File: config.mk
export PLATFORM = sky130hd
export DESIGN_NAME = id_ex_pipe_reg_flat
export DESIGN_NICKNAME = d
export VERILOG_FILES = /design/src/rtl/pipe_pkg.sv /design/src/rtl/id_ex_pipe_reg_if.sv /design/src/rtl/pipe_reg.sv /design/src/rtl/id_ex_pipe_reg.sv /design/src/flat_wrapper.sv
export SDC_FILE = /design/constraint.sdc
export NUM_CORES = 1
export LEC_CHECK = 0
export BUFFER_PORTS_ARGS = -buffer_cell sky130_fd_sc_hd__buf_2
export CAP_MARGIN = 40
export CORE_ASPECT_RATIO = 0.5
export CORE_MARGIN = 3
export CORE_UTILIZATION = 38
export DETAILED_ROUTE_END_ITERATION = 12
export PLACE_DENSITY_LB_ADDON = 0.15
export SKIP_LAST_GASP = 1
export SLEW_MARGIN = 20
export SYNTH_ARGS = -nofsm -noshare
export SYNTH_HDL_FRONTEND = slang
export SYNTH_SLANG_ARGS = --single-unit
export TNS_END_PERCENT = 20
File: constraint.sdc
create_clock -name clk -period 2.2 [get_ports clk]
set_input_delay 0.11 -clock clk [delete_from_list [all_inputs] [get_ports clk]]
set_output_delay 0.11 -clock clk [all_outputs]
set_load 0.05 [all_outputs]
File: src/rtl/pipe_pkg.sv
// pipe_pkg: shared widths and the control bundle for the ID/EX pipeline register.
//
// Contents
//   DEF_*_W   default widths used by the interface and the top module
//   ctrl_t    packed control bundle {regdst, regwrite, memtoreg, alusrc, er, ew, pcsrc, aluop}
//   CTRL_NOP  all-zero control bundle; this is what a bubble carries
package pipe_pkg;

  localparam int DEF_DATA_W  = 32;
  localparam int DEF_RADDR_W = 5;
  localparam int DEF_ALUOP_W = 3;
  localparam int DEF_SEL_W   = 6;
  localparam int DEF_CNT_W   = 16;

  typedef struct packed {
    logic                   regdst;
    logic                   regwrite;
    logic                   memtoreg;
    logic                   alusrc;
    logic                   er;
    logic                   ew;
    logic                   pcsrc;
    logic [DEF_ALUOP_W-1:0] aluop;
  } ctrl_t;

  localparam ctrl_t CTRL_NOP = '0;

endpackage

File: src/rtl/id_ex_pipe_reg_if.sv
// id_ex_pipe_reg_if: decode-side inputs and execute-side outputs of the ID/EX register.
//
// Parameters: DATA_W, RADDR_W, ALUOP_W, SEL_W, CNT_W (defaults from pipe_pkg).
// Modports
//   master  drives stall/flush/in_valid, operands, addresses, control; reads the *_out copies,
//           hazard_stall and bubble_cnt
//   slave   the pipeline register itself (opposite directions)
interface id_ex_pipe_reg_if #(
  parameter int DATA_W  = pipe_pkg::DEF_DATA_W,
  parameter int RADDR_W = pipe_pkg::DEF_RADDR_W,
  parameter int ALUOP_W = pipe_pkg::DEF_ALUOP_W,
  parameter int SEL_W   = pipe_pkg::DEF_SEL_W,
  parameter int CNT_W   = pipe_pkg::DEF_CNT_W
) ();

  // decode side
  logic               stall;
  logic               flush;
  logic               in_valid;
  logic [DATA_W-1:0]  dr1, dr2, sign, cuatro;
  logic [RADDR_W-1:0] rs, AW, Inm;
  logic [SEL_W-1:0]   sel;
  logic [ALUOP_W-1:0] aluop;
  logic               regdst, regwrite, memtoreg, alusrc, er, ew, pcsrc;

  // execute side
  logic               out_valid;
  logic [DATA_W-1:0]  dr1_out, dr2_out, sign_out, cuatro_out;
  logic [RADDR_W-1:0] AW_out, Inm_out;
  logic [SEL_W-1:0]   sel_out;
  logic [ALUOP_W-1:0] aluop_out;
  logic               regdst_out, regwrite_out, memtoreg_out, alusrc_out, er_out, ew_out, pcsrc_out;
  logic               hazard_stall;
  logic [CNT_W-1:0]   bubble_cnt;

  modport master (
    output stall, flush, in_valid, dr1, dr2, sign, cuatro, rs, AW, Inm, sel, aluop,
           regdst, regwrite, memtoreg, alusrc, er, ew, pcsrc,
    input  out_valid, dr1_out, dr2_out, sign_out, cuatro_out, AW_out, Inm_out, sel_out, aluop_out,
           regdst_out, regwrite_out, memtoreg_out, alusrc_out, er_out, ew_out, pcsrc_out,
           hazard_stall, bubble_cnt
  );

  modport slave (
    input  stall, flush, in_valid, dr1, dr2, sign, cuatro, rs, AW, Inm, sel, aluop,
           regdst, regwrite, memtoreg, alusrc, er, ew, pcsrc,
    output out_valid, dr1_out, dr2_out, sign_out, cuatro_out, AW_out, Inm_out, sel_out, aluop_out,
           regdst_out, regwrite_out, memtoreg_out, alusrc_out, er_out, ew_out, pcsrc_out,
           hazard_stall, bubble_cnt
  );

endinterface

File: src/rtl/pipe_reg.sv
// pipe_reg: one W-bit pipeline register with synchronous active-low reset.
//
// Ports
//   clk    rising-edge clock
//   rst_n  synchronous reset, active low (clears to 0)
//   en_i   load d_i this cycle
//   clr_i  load 0 this cycle (wins over en_i)
//   d_i    next value
//   q_o    registered value
module pipe_reg #(
  parameter int W = 1
) (
  input  logic         clk,
  input  logic         rst_n,
  input  logic         en_i,
  input  logic         clr_i,
  input  logic [W-1:0] d_i,
  output logic [W-1:0] q_o
);

  logic [W-1:0] data_q, data_d;

  always_comb begin
    data_d = data_q;
    if (clr_i) begin
      data_d = '0;
    end else if (en_i) begin
      data_d = d_i;
    end
  end

  always_ff @(posedge clk) begin
    if (!rst_n) begin
      data_q <= '0;
    end else begin
      data_q <= data_d;
    end
  end

  assign q_o = data_q;

endmodule

File: src/rtl/id_ex_pipe_reg.sv
// id_ex_pipe_reg: ID/EX pipeline register with valid, stall, flush and a bubble counter.
//
// Ports
//   clk    rising-edge clock
//   rst_n  synchronous reset, active low
//   bus    id_ex_pipe_reg_if.slave: decode inputs, registered *_out copies, hazard_stall,
//          bubble_cnt (saturating count of inserted bubbles)
//
// Build option
//   LOAD_USE_HAZARD_EN  when defined, a load in EX whose destination matches rs or AW of the
//                       instruction in ID raises hazard_stall and the stage inserts a bubble.
//                       When undefined, hazard_stall is 0 and no comparators exist.
//
// Priority at each edge: reset > flush > stall > hazard bubble > normal load.
// ALUOP_W is fixed by pipe_pkg::ctrl_t; the interface must use the same width.
module id_ex_pipe_reg
  import pipe_pkg::*;
#(
  parameter int DATA_W  = DEF_DATA_W,
  parameter int RADDR_W = DEF_RADDR_W,
  parameter int SEL_W   = DEF_SEL_W,
  parameter int CNT_W   = DEF_CNT_W
) (
  input logic             clk,
  input logic             rst_n,
  id_ex_pipe_reg_if.slave bus
);

  localparam int DBUS_W = 4 * DATA_W + 2 * RADDR_W + SEL_W;
  localparam int CBUS_W = $bits(ctrl_t) + 1;

  logic               load_en;
  logic               bubble;
  logic               hazard_stall;
  logic [DBUS_W-1:0]  data_d, data_q;
  logic [CBUS_W-1:0]  cv_d, cv_q;
  ctrl_t              ctrl_in, ctrl_out;
  logic               valid_out;
  logic [RADDR_W-1:0] aw_out;
  logic [CNT_W-1:0]   bubble_cnt_q, bubble_cnt_d;

  // Flush must override a simultaneous stall, so it re-enables the load.
  assign load_en = bus.flush | ~bus.stall;
  assign bubble  = bus.flush | hazard_stall;

  // ---------------- data bundle ----------------
  assign data_d = {bus.dr1, bus.dr2, bus.sign, bus.cuatro, bus.AW, bus.Inm, bus.sel};

  pipe_reg #(.W(DBUS_W)) u_data (
    .clk   (clk),
    .rst_n (rst_n),
    .en_i  (load_en),
    .clr_i (1'b0),
    .d_i   (data_d),
    .q_o   (data_q)
  );

  assign {bus.dr1_out, bus.dr2_out, bus.sign_out, bus.cuatro_out,
          aw_out, bus.Inm_out, bus.sel_out} = data_q;
  assign bus.AW_out = aw_out;

  // ---------------- control bundle + valid ----------------
  assign ctrl_in = '{regdst:   bus.regdst,
                     regwrite: bus.regwrite,
                     memtoreg: bus.memtoreg,
                     alusrc:   bus.alusrc,
                     er:       bus.er,
                     ew:       bus.ew,
                     pcsrc:    bus.pcsrc,
                     aluop:    bus.aluop};

  // A non-real instruction carries no control, so downstream never sees
  // regwrite/ew/pcsrc without out_valid.
  assign cv_d = bus.in_valid ? {ctrl_in, 1'b1} : {CTRL_NOP, 1'b0};

  pipe_reg #(.W(CBUS_W)) u_ctrl (
    .clk   (clk),
    .rst_n (rst_n),
    .en_i  (load_en),
    .clr_i (bubble),
    .d_i   (cv_d),
    .q_o   (cv_q)
  );

  assign ctrl_out  = ctrl_t'(cv_q[CBUS_W-1:1]);
  assign valid_out = cv_q[0];

  assign bus.out_valid    = valid_out;
  assign bus.regdst_out   = ctrl_out.regdst;
  assign bus.regwrite_out = ctrl_out.regwrite;
  assign bus.memtoreg_out = ctrl_out.memtoreg;
  assign bus.alusrc_out   = ctrl_out.alusrc;
  assign bus.er_out       = ctrl_out.er;
  assign bus.ew_out       = ctrl_out.ew;
  assign bus.pcsrc_out    = ctrl_out.pcsrc;
  assign bus.aluop_out    = ctrl_out.aluop;

  // ---------------- load-use hazard ----------------
`ifdef LOAD_USE_HAZARD_EN
  logic hazard;

  // $zero never creates a dependency, hence the AW_out != 0 term.
  assign hazard = valid_out & ctrl_out.memtoreg & ctrl_out.er & (aw_out != '0) & bus.in_valid
                & ((aw_out == bus.rs) | (aw_out == bus.AW));
  assign hazard_stall = hazard & ~bus.stall & ~bus.flush;
`else
  logic unused_rs;

  assign unused_rs    = ^bus.rs;
  assign hazard_stall = 1'b0;
`endif

  assign bus.hazard_stall = hazard_stall;

  // ---------------- saturating bubble counter ----------------
  always_comb begin
    bubble_cnt_d = bubble_cnt_q;
    if (bubble && (bubble_cnt_q != {CNT_W{1'b1}})) begin
      bubble_cnt_d = bubble_cnt_q + CNT_W'(1);
    end
  end

  always_ff @(posedge clk) begin
    if (!rst_n) begin
      bubble_cnt_q <= '0;
    end else begin
      bubble_cnt_q <= bubble_cnt_d;
    end
  end

  assign bus.bubble_cnt = bubble_cnt_q;

endmodule

File: src/flat_wrapper.sv
// flat-port wrapper written by rule: the top's interface ports become plain ports
module id_ex_pipe_reg_flat import pipe_pkg::*;
#(
  parameter int DATA_W  = DEF_DATA_W,
  parameter int RADDR_W = DEF_RADDR_W,
  parameter int SEL_W   = DEF_SEL_W,
  parameter int CNT_W   = DEF_CNT_W
)
  (clk, rst_n, bus_stall, bus_flush, bus_in_valid, bus_dr1, bus_dr2, bus_sign, bus_cuatro, bus_rs, bus_AW, bus_Inm, bus_sel, bus_aluop, bus_regdst, bus_regwrite, bus_memtoreg, bus_alusrc, bus_er, bus_ew, bus_pcsrc, bus_out_valid, bus_dr1_out, bus_dr2_out, bus_sign_out, bus_cuatro_out, bus_AW_out, bus_Inm_out, bus_sel_out, bus_aluop_out, bus_regdst_out, bus_regwrite_out, bus_memtoreg_out, bus_alusrc_out, bus_er_out, bus_ew_out, bus_pcsrc_out, bus_hazard_stall, bus_bubble_cnt);
  id_ex_pipe_reg_if #(.CNT_W(CNT_W), .DATA_W(DATA_W), .RADDR_W(RADDR_W), .SEL_W(SEL_W)) bus_i ();
  input logic clk;
  input logic rst_n;
  input wire logic [$bits(bus_i.stall)-1:0] bus_stall;
  input wire logic [$bits(bus_i.flush)-1:0] bus_flush;
  input wire logic [$bits(bus_i.in_valid)-1:0] bus_in_valid;
  input wire logic [$bits(bus_i.dr1)-1:0] bus_dr1;
  input wire logic [$bits(bus_i.dr2)-1:0] bus_dr2;
  input wire logic [$bits(bus_i.sign)-1:0] bus_sign;
  input wire logic [$bits(bus_i.cuatro)-1:0] bus_cuatro;
  input wire logic [$bits(bus_i.rs)-1:0] bus_rs;
  input wire logic [$bits(bus_i.AW)-1:0] bus_AW;
  input wire logic [$bits(bus_i.Inm)-1:0] bus_Inm;
  input wire logic [$bits(bus_i.sel)-1:0] bus_sel;
  input wire logic [$bits(bus_i.aluop)-1:0] bus_aluop;
  input wire logic [$bits(bus_i.regdst)-1:0] bus_regdst;
  input wire logic [$bits(bus_i.regwrite)-1:0] bus_regwrite;
  input wire logic [$bits(bus_i.memtoreg)-1:0] bus_memtoreg;
  input wire logic [$bits(bus_i.alusrc)-1:0] bus_alusrc;
  input wire logic [$bits(bus_i.er)-1:0] bus_er;
  input wire logic [$bits(bus_i.ew)-1:0] bus_ew;
  input wire logic [$bits(bus_i.pcsrc)-1:0] bus_pcsrc;
  output wire logic [$bits(bus_i.out_valid)-1:0] bus_out_valid;
  output wire logic [$bits(bus_i.dr1_out)-1:0] bus_dr1_out;
  output wire logic [$bits(bus_i.dr2_out)-1:0] bus_dr2_out;
  output wire logic [$bits(bus_i.sign_out)-1:0] bus_sign_out;
  output wire logic [$bits(bus_i.cuatro_out)-1:0] bus_cuatro_out;
  output wire logic [$bits(bus_i.AW_out)-1:0] bus_AW_out;
  output wire logic [$bits(bus_i.Inm_out)-1:0] bus_Inm_out;
  output wire logic [$bits(bus_i.sel_out)-1:0] bus_sel_out;
  output wire logic [$bits(bus_i.aluop_out)-1:0] bus_aluop_out;
  output wire logic [$bits(bus_i.regdst_out)-1:0] bus_regdst_out;
  output wire logic [$bits(bus_i.regwrite_out)-1:0] bus_regwrite_out;
  output wire logic [$bits(bus_i.memtoreg_out)-1:0] bus_memtoreg_out;
  output wire logic [$bits(bus_i.alusrc_out)-1:0] bus_alusrc_out;
  output wire logic [$bits(bus_i.er_out)-1:0] bus_er_out;
  output wire logic [$bits(bus_i.ew_out)-1:0] bus_ew_out;
  output wire logic [$bits(bus_i.pcsrc_out)-1:0] bus_pcsrc_out;
  output wire logic [$bits(bus_i.hazard_stall)-1:0] bus_hazard_stall;
  output wire logic [$bits(bus_i.bubble_cnt)-1:0] bus_bubble_cnt;
  assign bus_i.stall = bus_stall;
  assign bus_i.flush = bus_flush;
  assign bus_i.in_valid = bus_in_valid;
  assign bus_i.dr1 = bus_dr1;
  assign bus_i.dr2 = bus_dr2;
  assign bus_i.sign = bus_sign;
  assign bus_i.cuatro = bus_cuatro;
  assign bus_i.rs = bus_rs;
  assign bus_i.AW = bus_AW;
  assign bus_i.Inm = bus_Inm;
  assign bus_i.sel = bus_sel;
  assign bus_i.aluop = bus_aluop;
  assign bus_i.regdst = bus_regdst;
  assign bus_i.regwrite = bus_regwrite;
  assign bus_i.memtoreg = bus_memtoreg;
  assign bus_i.alusrc = bus_alusrc;
  assign bus_i.er = bus_er;
  assign bus_i.ew = bus_ew;
  assign bus_i.pcsrc = bus_pcsrc;
  assign bus_out_valid = bus_i.out_valid;
  assign bus_dr1_out = bus_i.dr1_out;
  assign bus_dr2_out = bus_i.dr2_out;
  assign bus_sign_out = bus_i.sign_out;
  assign bus_cuatro_out = bus_i.cuatro_out;
  assign bus_AW_out = bus_i.AW_out;
  assign bus_Inm_out = bus_i.Inm_out;
  assign bus_sel_out = bus_i.sel_out;
  assign bus_aluop_out = bus_i.aluop_out;
  assign bus_regdst_out = bus_i.regdst_out;
  assign bus_regwrite_out = bus_i.regwrite_out;
  assign bus_memtoreg_out = bus_i.memtoreg_out;
  assign bus_alusrc_out = bus_i.alusrc_out;
  assign bus_er_out = bus_i.er_out;
  assign bus_ew_out = bus_i.ew_out;
  assign bus_pcsrc_out = bus_i.pcsrc_out;
  assign bus_hazard_stall = bus_i.hazard_stall;
  assign bus_bubble_cnt = bus_i.bubble_cnt;
  id_ex_pipe_reg #(.DATA_W(DATA_W), .RADDR_W(RADDR_W), .SEL_W(SEL_W), .CNT_W(CNT_W)) u_core (.clk(clk), .rst_n(rst_n), .bus(bus_i));
endmodule
### Yosys cells after proc, flatten, opt, wreduce, memory -nomap -nowiden

Index checks and enable logic that the tools add are counted.

| storage, ports and cells | value |
|---|---|
| flip-flop bits (word level) | 171 |
| output and inout bits | 172 |

| operators by class | value |
|---|---|
| equal/unequal tests | 1 |
| bitwise gates (word level) | 3 |
| reduce and logical (&&, ||, !) cells | 2 |
| muxes and demuxes | 1 |
| add/subtract/negate cells | 1 |

Operator list:

| kind | count |
|---|---|
| $add A16 B1 Y16 const B | 1 |
| $ne A16 B16 Y1 const B | 1 |
| $mux W11 | 1 |
| $not A1 Y1 | 2 |
| $reduce_or A2 Y1 | 1 |
| $logic_and A1 B1 Y1 | 1 |
| $or A1 B1 Y1 | 1 |

### Logic depth before layout (Yosys ltp)

Gate-level depths: netlist of run 1.

| logic depth | value |
|---|---|
| word-level depth | 2 |
| gate-level depth with buffers | 5 |

### By module

From an unflattened synthesis of run 1, not the netlist that was laid out.

| unflattened totals | value |
|---|---|
| cell total of the unflattened synthesis | 610 |
| area, all modules | 6438.7 um^2 |

Modules (own cells, without submodules):

| module | times used | sequential area each (um^2) | cells an instance | area an instance (um^2) |
|---|---|---|---|---|
| pipe_reg (u_core.u_data) | 1 | 2882.8 | 465 | 5124.9 |
| id_ex_pipe_reg | 1 | 320.3 | 109 | 919.6 |
| pipe_reg (u_core.u_ctrl) | 1 | 220.2 | 36 | 394.1 |

### Worst setup path before layout of run 1

No wires, ideal clock.

| timing | value |
|---|---|
| path type | register to register |
| from | reg u_core.bubble_cnt_q[2], in the netlist u_core.bus.bubble_cnt[2] |
| to | reg u_core.bubble_cnt_q[15], in the netlist u_core.bus.bubble_cnt[15] |
| clock period less this slack | 2.078 ns |
| cell stages (with the launch flop) | 5 |
| slack | 0.122 ns |
| setup time | 0.070 ns |
| arrival | 2.008 ns |
| cells stage by stage | dfxtp_1 nand4_4 or4_4 or4_1 a21oi_1 |

| on the way | value |
|---|---|
| longest elaborated chain between the ends | 2 |
| elaborated cells between the ends (all ways) | 3 |
| those cells by class | add/sub (1); eq/ne (1); reduce/logical (1) |

Ends and longest elaborated chain:

| element | line | source |
|---|---|---|
| start, declared | id_ex_pipe_reg.sv:40 | `logic [CNT_W-1:0] bubble_cnt_q, bubble_cnt_d;` |
| start signal, assigned | id_ex_pipe_reg.sv:127 | `bubble_cnt_q <= bubble_cnt_d;` |
| parallel branches: the longest is 2 deep, another holds $add A16 B1 Y16 | -- |  |

Parallel ways; which one is timed is not known.
A chain may end at the register's enable or synchronous reset.

### Worst setup path in the final report of run 1

| timing | value |
|---|---|
| from | reg u_core.bubble_cnt_q[12], in the netlist u_core.bus.bubble_cnt[12] |
| to | reg u_core.bubble_cnt_q[4], in the netlist u_core.bus.bubble_cnt[4] |

| on the way | value |
|---|---|
| longest elaborated chain between the ends | 2 |

Ends and longest elaborated chain:

| element | line | source |
|---|---|---|
| $ne A16 B16 Y1 | id_ex_pipe_reg.sv:118 | `if (bubble && (bubble_cnt_q != {CNT_W{1'b1}})) begin` |
| $logic_and A1 B1 Y1 | id_ex_pipe_reg.sv:118 |  |

No other way between the ends.

==> results.rst, run 1 <==
.. list-table::
   :header-rows: 1

   * - Metric
     - Value
   * - Result of the run
     - finished, final reports clean
   * - Hold Fails Final Rpt
     - 0
   * - Number of distinct library cells after synthesis
     - 34
   * - RSZ-0062 raised after global routing
     - no
   * - Count of buffers from port buffering
     - roughly 330
   * - Final number of max-transition violations
     - 0
   * - Row count
     - 32
   * - Flops & latches, synth
     - 171
   * - Number of global-route vias before repair
     - 6,591
   * - Number of cells produced by synthesis
     - 776
   * - Final Critical Period
     - 1.82 ns
   * - Max-capacitance violation count
     - 0
   * - Synthesized area
     - 0.00611 mm^2
   * - Cell type of the slowest stage on the worst timing path
     - sky130_fd_sc_hd__o41ai_1
   * - Buffer cell driving the clock tree root
     - sky130_fd_sc_hd__clkbuf_16
   * - Hold Slack
     - 0.0668 ns
   * - Period utilization
     - 0.828
   * - First-pass DRT Iterations
     - 5
   * - Maximum number of pins on one net before global-route repair
     - 92
   * - Post-detail-place hpwl
     - 12.6 mm
   * - Leading post-synthesis cells by cell area
     - sky130_fd_sc_hd__dfxtp_1 (56%), sky130_fd_sc_hd__nand2_1 (19%), sky130_fd_sc_hd__a21oi_1 (13%)
   * - Post-DR vias/cell
     - 4.77
   * - Final worst setup slack
     - roughly 0.38 ns
   * - Compound-Gate Fraction of Synth Area
     - 0.149
   * - H-tree depth
     - 4
   * - Drc violations
     - 0
   * - Power Density
     - 778 mW/mm^2
   * - NumNets Final
     - 1,400
   * - Routed Wire Length
     - 20.8 mm
   * - Overflow left after global routing
     - 0
   * - Placement-stage worst setup slack
     - ~0.39 ns
   * - CTS clock-pin slew for the worst setup and hold paths
     - ~0.060 ns
   * - Area delta synth->final
     - 65.7%
   * - Fmax achieved
     - 549 MHz
   * - Post-Synth Adder-Cell Area
     - 0.00205
   * - Crit Path Max Fanout
     - 9
   * - Predominant post-synthesis flop cell
     - sky130_fd_sc_hd__dfxtp_1
   * - CTS tree
     - done
   * - Post-route antenna net violation count
     - 0
   * - Top cells by instance count after synthesis
     - sky130_fd_sc_hd__nand2_1 (310), sky130_fd_sc_hd__dfxtp_1 (171), sky130_fd_sc_hd__a21oi_1 (163), sky130_fd_sc_hd__clkbuf_1 (42), sky130_fd_sc_hd__nand3_1 (16)
   * - Average size of a mapped cell
     - 7.88 um^2
   * - Die span in y
     - roughly 96 um
   * - Max Buffers Root-to-Sink
     - 2
   * - Routability cong.
     - roughly 0.91
   * - Leakage dissipation
     - 0.00486 uW
   * - Non-filler cells, final
     - 1,452
   * - Number of filler cells placed in the layout
     - 1,256
   * - Multiplexer fraction of the synthesized cell area
     - 0.00655
   * - Combined global-route utilization of all metal layers
     - 0.219
   * - Crit end category
     - flip-flop
   * - Required time reported for the critical path endpoint
     - around 2.5 ns
   * - Count of flip-flops with a built-in enable after synthesis
     - 0
   * - Area share of the leading cell type in the synthesized netlist
     - 0.560
   * - Sequential area share after synthesis
     - 0.560
   * - Fraction of synthesis flops using an asynchronous set or reset pin
     - 0
   * - Fin Clk Skew
     - a little under 0.01 ns
   * - Simple-gate area share of the yosys netlist
     - 0.242
   * - CP startpoint kind
     - flip-flop
   * - TNS Setup
     - 0 ns
   * - Wire length of the first global-routing pass
     - 31.5 mm
   * - Most frequently used cell type in the post-synthesis netlist
     - sky130_fd_sc_hd__nand2_1
   * - Effective utilization at floorplan
     - 0.392
   * - Clk Latency, worst-skew pair
     - approximately 0.42 ns
   * - Critical-path cell list
     - nand4_1, o41ai_1, or3_1, a21oi_1
   * - Average wire per cell in the routed design
     - 14.3 um
   * - Data arrival at the endpoint of the critical path
     - 2.09 ns
   * - Number of primary I/O pins
     - 336
   * - Clock buffers created by TritonCTS
     - 17
   * - Number of setup violations in the final report
     - 0
   * - Combinational family with the most area after synthesis
     - simple AND/OR/NAND/NOR gates
   * - Diode count
     - 0
   * - Inst Count DP
     - about 1,300
   * - Category of the most critical setup path
     - reg -> reg
   * - Worst Max-Slew Pin Slew
     - approximately 0.66 ns
   * - Number of antenna violations at the first check in global routing
     - 0
   * - Xor and xnor fraction of the mapped netlist area
     - 0.00287
   * - Post-synthesis cell type with the largest combined area
     - sky130_fd_sc_hd__dfxtp_1
   * - Total via count after detailed routing
     - 6,931
   * - Placeable core area
     - 0.0156 mm^2
   * - Area of the die
     - 0.0177 mm^2
   * - Number of warning messages in the yosys log
     - 0
   * - Peak supply drop
     - 0.000564 V
   * - 1st-iter DRT viols
     - 300
   * - Share of final-layout standard cells stronger than drive strength 1
     - 0.303
   * - Max_slew headroom
     - 0.561
   * - Clock sink count
     - 171
   * - Crit path largest cell delay
     - approximately 0.65 ns
   * - Type of the tightest min-delay check
     - in -> reg
   * - Chip width
     - 185 um
   * - Syn nets
     - 941
==> layout by cell type (no fill, tap or decap), types with 5 or more instances in the layout <==
master	n
sky130_fd_sc_hd__dfxtp_1	171
sky130_fd_sc_hd__clkbuf_16	17
sky130_fd_sc_hd__a21oi_1	163
sky130_fd_sc_hd__clkinv_4	6
sky130_fd_sc_hd__dlygate4sd3_1	154
sky130_fd_sc_hd__nor2_1	5
sky130_fd_sc_hd__nand2_1	310
sky130_fd_sc_hd__o21ai_0	6
sky130_fd_sc_hd__nand3_1	16
sky130_fd_sc_hd__buf_2	329
sky130_fd_sc_hd__buf_12	7
==> worst max-delay path: cells and delay by family (launching register included) <==
kind / cells / cell delay (ns)
AO/OA/AOI/OAI: 2 / 0.71
flip-flops: 1 / 0.49
AND/OR/NAND/NOR: 2 / 0.48
==> repair_timing <==
action,4_1_cts,5_1_grt
endpoints found under the hold margin,154,0
setup buffers,0,0
gates resized for setup,0,0
hold buffers,154,0
==> sequential cells by signal (all words and copies together) (netlist names) <==
| name | count |
|---|---|
| u_core.bus.bubble_cnt | 16 |
| u_core.u_data.q_o | 144 |
| u_core.u_ctrl.q_o | 11 |
==> logic make-up after synthesis <==
logic type,after synthesis
XOR/XNOR,2
flip-flops,171
multiplexers,4
adder cells (fa/ha/maj),1
buffers and inverters,59
AND/OR/NAND/NOR,361
AO/OA/AOI/OAI,177
other,1
==> worst paths after layout <==
kind | startpoint | endpoint | slack, ns | cells past startpoint
min | bus_in_valid | u_core.u_ctrl.q_o[0] | 0.07 | 3
max | u_core.bus.bubble_cnt[12] | u_core.bus.bubble_cnt[4] | 0.38 | 4
max reg2reg | u_core.bus.bubble_cnt[12] | u_core.bus.bubble_cnt[4] | 0.38 | 4
min reg2reg | u_core.u_data.q_o[46] | u_core.u_data.q_o[46] | 0.45 | 2
==> stage by stage <==
step,cell area [um^2],utilization,total power (uW)
after detailed placement,8000,0.513,4740
final,10100,0.650,7870
after CTS,10100,0.650,7920
after global placement,8000,0.513,4720
after floorplan,6110,-,4320
after global routing,10100,0.650,8170
==> metal layers <==
layer / vias up / track usage / wire (um)
met3: 59 / 0.0629 / 1540
met4: 0 / 0.105 / 722
met2: 265 / 0.381 / 10200
met5: - / 0 / 0
li1: 3456 / - / -
met1: 3151 / 0.253 / 8330
==> report_power, final <==
group,switching (uW),internal (uW),total (uW)
Combinational,1030,526,1550
Sequential,83.1,3270,3350
Clock,1270,1700,2970
Total,2380,5490,7870
==> cell type report <==
type                            count  area, um^2  area share
Clock buffer                       21         480      0.0474
Clock inverter                     11         110      0.0109
Inverter                            5        21.3     0.00210
Multi-Input combinational cell    546        2480       0.245
Sequential cell                   171        3420       0.338
Tap cell                          204         255      0.0252
Timing Repair Buffer              494        3360       0.332
Note: power is estimated with default switching activity, not from simulation.
==> run 2, diff against run 1 <==
==> constraint.sdc (replaced) <==
create_clock -name clk -period 1.66 [get_ports clk]
set_input_delay 0.083 -clock clk [delete_from_list [all_inputs] [get_ports clk]]
set_output_delay 0.083 -clock clk [all_outputs]
set_load 0.05 [all_outputs]
==> results.rst, run 2 (synthesis results as in run 1) <==
.. list-table::
   :header-rows: 1

   * - Metric
     - Value
   * - Result of the run
     - finished, final reports clean
   * - Combined global-route utilization of all metal layers
     - 0.223
   * - Data arrival at the endpoint of the critical path
     - 2.00 ns
   * - Non-filler cells, final
     - approximately 1,500
   * - Max Buffers Root-to-Sink
     - 2
   * - Worst Max-Slew Pin Slew
     - 0.500 ns
   * - First-pass DRT Iterations
     - 6
   * - Total via count after detailed routing
     - approximately 7,000
   * - CTS tree
     - done
   * - Routed Wire Length
     - 21.0 mm
   * - Post-route antenna net violation count
     - 0
   * - Wire length of the first global-routing pass
     - around 32 mm
   * - Average wire per cell in the routed design
     - ~14 um
   * - Number of antenna violations at the first check in global routing
     - 0
   * - Max reg flops
     - 144
   * - Peak supply drop
     - 0.000683 V
   * - Leakage dissipation
     - 0.00489 uW
   * - Hold Fails Final Rpt
     - 0
   * - NumNets Final
     - roughly 1,400
   * - Area post-placement
     - 0.00813 mm^2
   * - Crit Path Max Fanout
     - 6
   * - Post-layout power
     - approximately 10,000 uW
   * - Crit end category
     - flip-flop
   * - 1st-iter DRT viols
     - just under 300
   * - Buffer cell driving the clock tree root
     - sky130_fd_sc_hd__clkbuf_16
   * - Placeable core area
     - between 0.015 and 0.02 mm^2
   * - Fmax achieved
     - 603 MHz
   * - CTS clock-pin slew for the worst setup and hold paths
     - around 0.07 ns
   * - Final number of max-transition violations
     - 0
   * - Required time reported for the critical path endpoint
     - 2.00 ns
   * - Type of the tightest min-delay check
     - in -> reg
   * - Inst Count DP
     - 1,276
   * - RSZ-0062 raised after global routing
     - yes
   * - Clock buffers created by TritonCTS
     - 17
   * - Post-detail-place hpwl
     - ~13 mm
   * - Maximum number of pins on one net before global-route repair
     - 70
   * - Count of buffers from port buffering
     - 329
   * - Final core occ
     - 0.658
   * - Number of filler cells placed in the layout
     - 1,281
   * - Hold Slack
     - 0.0442 ns
   * - Row count
     - 32
   * - Post-DR vias/cell
     - approximately 4.8
   * - Category of the most critical setup path
     - reg -> reg
   * - Clk Latency, worst-skew pair
     - slightly above 0.4 ns
   * - Layout Cell Area excl Fill
     - between 0.01 and 0.015 mm^2
   * - Area of the die
     - about 0.018 mm^2
   * - Chip width
     - roughly 190 um
   * - Fin Clk Skew
     - 0.00850 ns
   * - Share of final-layout standard cells stronger than drive strength 1
     - 0.324
   * - CP startpoint kind
     - flip-flop
   * - Die span in y
     - 95.7 um
   * - Max_slew headroom
     - 0.663
   * - Area delta synth->final
     - 67.6%
   * - Final Critical Period
     - 1.66 ns
   * - Number of primary I/O pins
     - 336
   * - Period utilization
     - 0.999
   * - Effective utilization at floorplan
     - 0.392
   * - Number of global-route vias before repair
     - about 6,700
   * - Max-capacitance violation count
     - 0
   * - Power Density
     - approximately 1000 mW/mm^2
   * - Clock sink count
     - 171
   * - H-tree depth
     - 4
   * - Overflow left after global routing
     - 0
   * - Commonest cells after routing, fill and taps aside
     - sky130_fd_sc_hd__buf_2 (329), sky130_fd_sc_hd__nand2_1 (309), sky130_fd_sc_hd__a21oi_1 (163)
   * - Number of setup violations in the final report
     - 0
   * - Commonest non-fill, non-tap cell in the layout
     - sky130_fd_sc_hd__buf_2
   * - Drc violations
     - 0
   * - Diode count
     - 0
   * - Routability cong.
     - 0.834
## run 2: changes by cell type in the layout (fill, tap and decap cells not counted), sizes merged
cell / previous run / this run
buf: 340 / 350
bufinv: 1 / 0
clkbuf: 21 / 20
clkinv: 8 / 5
clkinvlp: 0 / 4
inv: 7 / 8
## run 2: timing repair
| action | in CTS | in global routing |
|---|---|---|
| resized for setup | 1 | 1 |
| hold buffers | 154 | 0 |
| gates cloned | 0 | 0 |
| pin swaps | 0 | 2 |
| setup endpoints to repair | 2 | 3 |
| hold endpoints to repair | 154 | 0 |
| buffers inserted | 0 | 0 |
## run 2: area by class of cell
type	instances	area (um^2)	area share
Multi-Input combinational cell	546	2490	0.243
Clock buffer	20	467	0.0456
Tap cell	204	255	0.0249
Sequential cell	171	3470	0.339
Clock inverter	12	90.1	0.00880
Timing Repair Buffer	504	3450	0.336
Inverter	5	21.3	0.00208
## run 2: where the power goes
part,switching (uW),internal [uW],leakage [uW]
Sequential,112,4320,0.00142
Combinational,1370,704,0.00320
Clock,1700,2050,0.000265
## run 2: worst paths after layout
path	depth (start not counted)	from	slack, ns	endpoint
max	4	u_core.bus.bubble_cnt[10]	0.002	u_core.bus.bubble_cnt[15]
max reg2reg	4	u_core.bus.bubble_cnt[10]	0.002	u_core.bus.bubble_cnt[15]
min	3	bus_in_valid	0.04	u_core.u_ctrl.q_o[6]
min reg2reg	2	u_core.u_data.q_o[94]	0.45	u_core.u_data.q_o[94]
## run 2: stage by stage
step,TNS (ns),setup WS (ns)
after floorplan,-0.0757,-0.0584
after global placement,0,0.0154
after detailed placement,-0.0182,-0.0101
after global routing,-0.0389,-0.0389
final,0,0.00182
after CTS,-0.0300,-0.0300
## run 2: worst max-delay path: stages (launching register included)
cell	delay [ns]
sky130_fd_sc_hd__dfxtp_4	0.37
sky130_fd_sc_hd__nand3_1	0.11
sky130_fd_sc_hd__or4_4	0.56
sky130_fd_sc_hd__or4_1	0.42
sky130_fd_sc_hd__a21oi_1	0.13
## run 2: metal layers
layer | global-route usage | routed length [um]
met1 | 0.253 | 8340
met2 | 0.404 | 10700
met3 | 0.0636 | 1430
met4 | 0.0861 | 463
met5 | 0 | 0
==> run 3, diff against run 2 <==
--- a/config.mk
+++ b/config.mk
@@ -12,6 +12,7 @@
 export CORE_UTILIZATION = 38
 export DETAILED_ROUTE_END_ITERATION = 12
 export PLACE_DENSITY_LB_ADDON = 0.15
+export RECOVER_POWER = 50
 export SKIP_LAST_GASP = 1
 export SLEW_MARGIN = 20
 export SYNTH_ARGS = -nofsm -noshare
==> results.rst, run 3 (synthesis results as in run 1) <==
.. list-table::
   :header-rows: 1

   * - Metric
     - Value
   * - Crit Path Max Fanout
     - 6
   * - Power Density
     - a little over 1000 mW/mm^2
   * - Final worst setup slack
     - about 0.0011 ns
   * - Commonest non-fill, non-tap cell in the layout
     - sky130_fd_sc_hd__buf_2
   * - Destination of the worst register-to-register timing path
     - u_core.bus.bubble_cnt[15]
   * - Average wire per cell in the routed design
     - 14.3 um
   * - Commonest cells after routing, fill and taps aside
     - sky130_fd_sc_hd__buf_2 (314), sky130_fd_sc_hd__nand2_1 (309), sky130_fd_sc_hd__a21oi_1 (163)
   * - Max Buffers Root-to-Sink
     - 2
   * - Area post-placement
     - 0.00813 mm^2
   * - Placeable core area
     - 0.0156 mm^2
   * - Clock buffers created by TritonCTS
     - 17
   * - Share of final-layout standard cells stronger than drive strength 1
     - 0.311
   * - Final number of max-transition violations
     - 0
   * - Diode count
     - 0
   * - Area delta synth->final
     - 66.4%
   * - Post-detail-place hpwl
     - 13.0 mm
   * - Routed Wire Length
     - roughly 21 mm
   * - Crit path largest cell delay
     - approximately 0.56 ns
   * - Fin Clk Skew
     - slightly below 0.009 ns
   * - Required time reported for the critical path endpoint
     - around 2.0 ns
   * - Clk Latency, worst-skew pair
     - slightly above 0.4 ns
   * - Hold Fails Final Rpt
     - 0
   * - Category of the most critical setup path
     - reg -> reg
   * - Wire length of the first global-routing pass
     - 32.1 mm
   * - Number of global-route vias before repair
     - roughly 6,700
   * - Worst Reg-to-Reg Cells
     - 4
   * - TNS Setup
     - 0 ns
   * - Max reg flops
     - 144
   * - Result of the run
     - finished, final reports clean
   * - Source of the worst register-to-register timing path
     - u_core.bus.bubble_cnt[10]
   * - Area of the die
     - 0.0177 mm^2
   * - Worst Max-Slew Pin Slew
     - 0.895 ns
   * - Number of antenna violations at the first check in global routing
     - 0
   * - First-pass DRT Iterations
     - 5
   * - Chip width
     - 185 um
   * - CP startpoint kind
     - flip-flop
   * - Effective utilization at floorplan
     - 0.392
   * - Period utilization
     - 0.999
   * - Placement-stage worst setup slack
     - -0.0101 ns
   * - Crit end category
     - flip-flop
   * - Critical-path cell list
     - nand3_1, or4_4, or4_1, a21oi_1
   * - Number of primary I/O pins
     - 336
   * - Leakage dissipation
     - 0.00481 uW
   * - Buffer cell driving the clock tree root
     - sky130_fd_sc_hd__clkbuf_16
   * - Non-filler cells, final
     - 1,462
   * - Post-DR vias/cell
     - 4.79
   * - Max_slew headroom
     - 0.403
   * - Routability cong.
     - 0.834
   * - Peak supply drop
     - 0.000684 V
   * - Count of cell instances traversed by the critical path
     - 4
   * - CTS clock-pin slew for the worst setup and hold paths
     - 0.07 ns
   * - Inst Count DP
     - 1,276
   * - Total buffers and inverters traversed by the critical path
     - 0
   * - Worst reg2reg setup slack
     - 0.001 ns
   * - Post-route antenna net violation count
     - 0
   * - Type of the tightest min-delay check
     - in -> reg
   * - Die span in y
     - 95.7 um
   * - Drc violations
     - 0
   * - Clock sink count
     - 171
   * - Overflow left after global routing
     - 0
   * - Cell type of the slowest stage on the worst timing path
     - sky130_fd_sc_hd__or4_4
   * - Number of setup violations in the final report
     - 0
   * - Total via count after detailed routing
     - roughly 7,000
   * - H-tree depth
     - 4
   * - RSZ-0062 raised after global routing
     - yes
   * - Max-capacitance violation count
     - 0
   * - Layout Cell Area excl Fill
     - 0.0102 mm^2
   * - 1st-iter DRT viols
     - between 300 and 400
   * - Startpoint of the most critical setup path
     - u_core.bus.bubble_cnt[10]
   * - Row count
     - 32
   * - Post-layout power
     - between 10,000 and 15,000 uW
   * - Data arrival at the endpoint of the critical path
     - 2.00 ns
   * - Combined global-route utilization of all metal layers
     - 0.223
   * - Count of buffers from port buffering
     - 329
   * - Critical Path Sink
     - u_core.bus.bubble_cnt[15]
   * - Maximum number of pins on one net before global-route repair
     - 70
   * - Final Critical Period
     - around 1.7 ns
   * - Fmax achieved
     - 603 MHz
   * - NumNets Final
     - 1,410
   * - CTS tree
     - done
   * - Top cell family by delay on the critical path
     - simple AND/OR/NAND/NOR gates
==> run 3: cell types whose count changed in the layout (fill, tap and decap cells not counted), sizes merged <==
cell    delta
buf       -18
clkbuf    +18
==> run 3: where the power goes <==
| part | leakage, uW | total (uW) | switching, uW | internal (uW) |
|---|---|---|---|---|
| clock | 0.000265 | 3750 | 1700 | 2050 |
| combinational | 0.00312 | 2050 | 1360 | 685 |
| sequential | 0.00142 | 4430 | 113 | 4320 |
| total | 0.00481 | 10200 | 3180 | 7050 |
==> run 3: final cells by class <==
cell class,instances,area (um^2)
clock inverter,12,90.1
fill,1298,5400
clock buffer,20,467
tap,204,255
timing repair buffer,504,3380
multi-input combinational,546,2480
inverter,5,21.3
sequential,171,3470
==> run 3: worst min path at each step <==
stage              startpoint                     end  slack, ns  depth (start not counted)
5_1_grt          bus_in_valid    u_core.u_ctrl.q_o[8]       0.04                          3
3_5_place_dp   bus_cuatro[20]   u_core.u_data.q_o[36]       0.33                          3
4_1_cts          bus_in_valid    u_core.u_ctrl.q_o[0]       0.02                          3
3_3_place_gp      bus_dr1[31]  u_core.u_data.q_o[143]       0.33                          3
2_1_floorplan      bus_sel[0]    u_core.u_data.q_o[0]       0.22                          2
6_report         bus_in_valid    u_core.u_ctrl.q_o[6]       0.04                          3
==> run 3: through the flow <==
| step | hold WS (ns) | utilization |
|---|---|---|
| after detailed placement | 0.332 | 0.522 |
| final | 0.0423 | 0.653 |
| after global placement | 0.326 | 0.522 |
| after CTS | 0.0239 | 0.657 |
| after floorplan | 0.223 | - |
| after global routing | 0.0394 | 0.653 |
==> run 3: repair_timing <==
item	CTS	global route
pin swaps	0	2
endpoints found under the setup margin	2	3
hold endpoints to repair	154	0
buffers inserted	0	0
resized for setup	1	1
cloned	0	0
hold buffers	154	0
==> run 3: worst register-to-register path: stages, from the launching register on <==
cell	delay [ns]
sky130_fd_sc_hd__dfxtp_4	0.37
sky130_fd_sc_hd__nand3_1	0.11
sky130_fd_sc_hd__or4_4	0.56
sky130_fd_sc_hd__or4_1	0.42
sky130_fd_sc_hd__a21oi_1	0.13
==> run 3: per-layer routing <==
layer | track usage | vias to the layer above | routed length, um | part of all wire
met4 | 0.0861 | 0 | 463 | 0.022
met5 | 0 | - | 0 | 0
met3 | 0.0636 | 41 | 1460 | 0.070
met2 | 0.404 | 246 | 10700 | 0.51
li1 | - | 3486 | - | -
met1 | 0.253 | 3234 | 8290 | 0.40
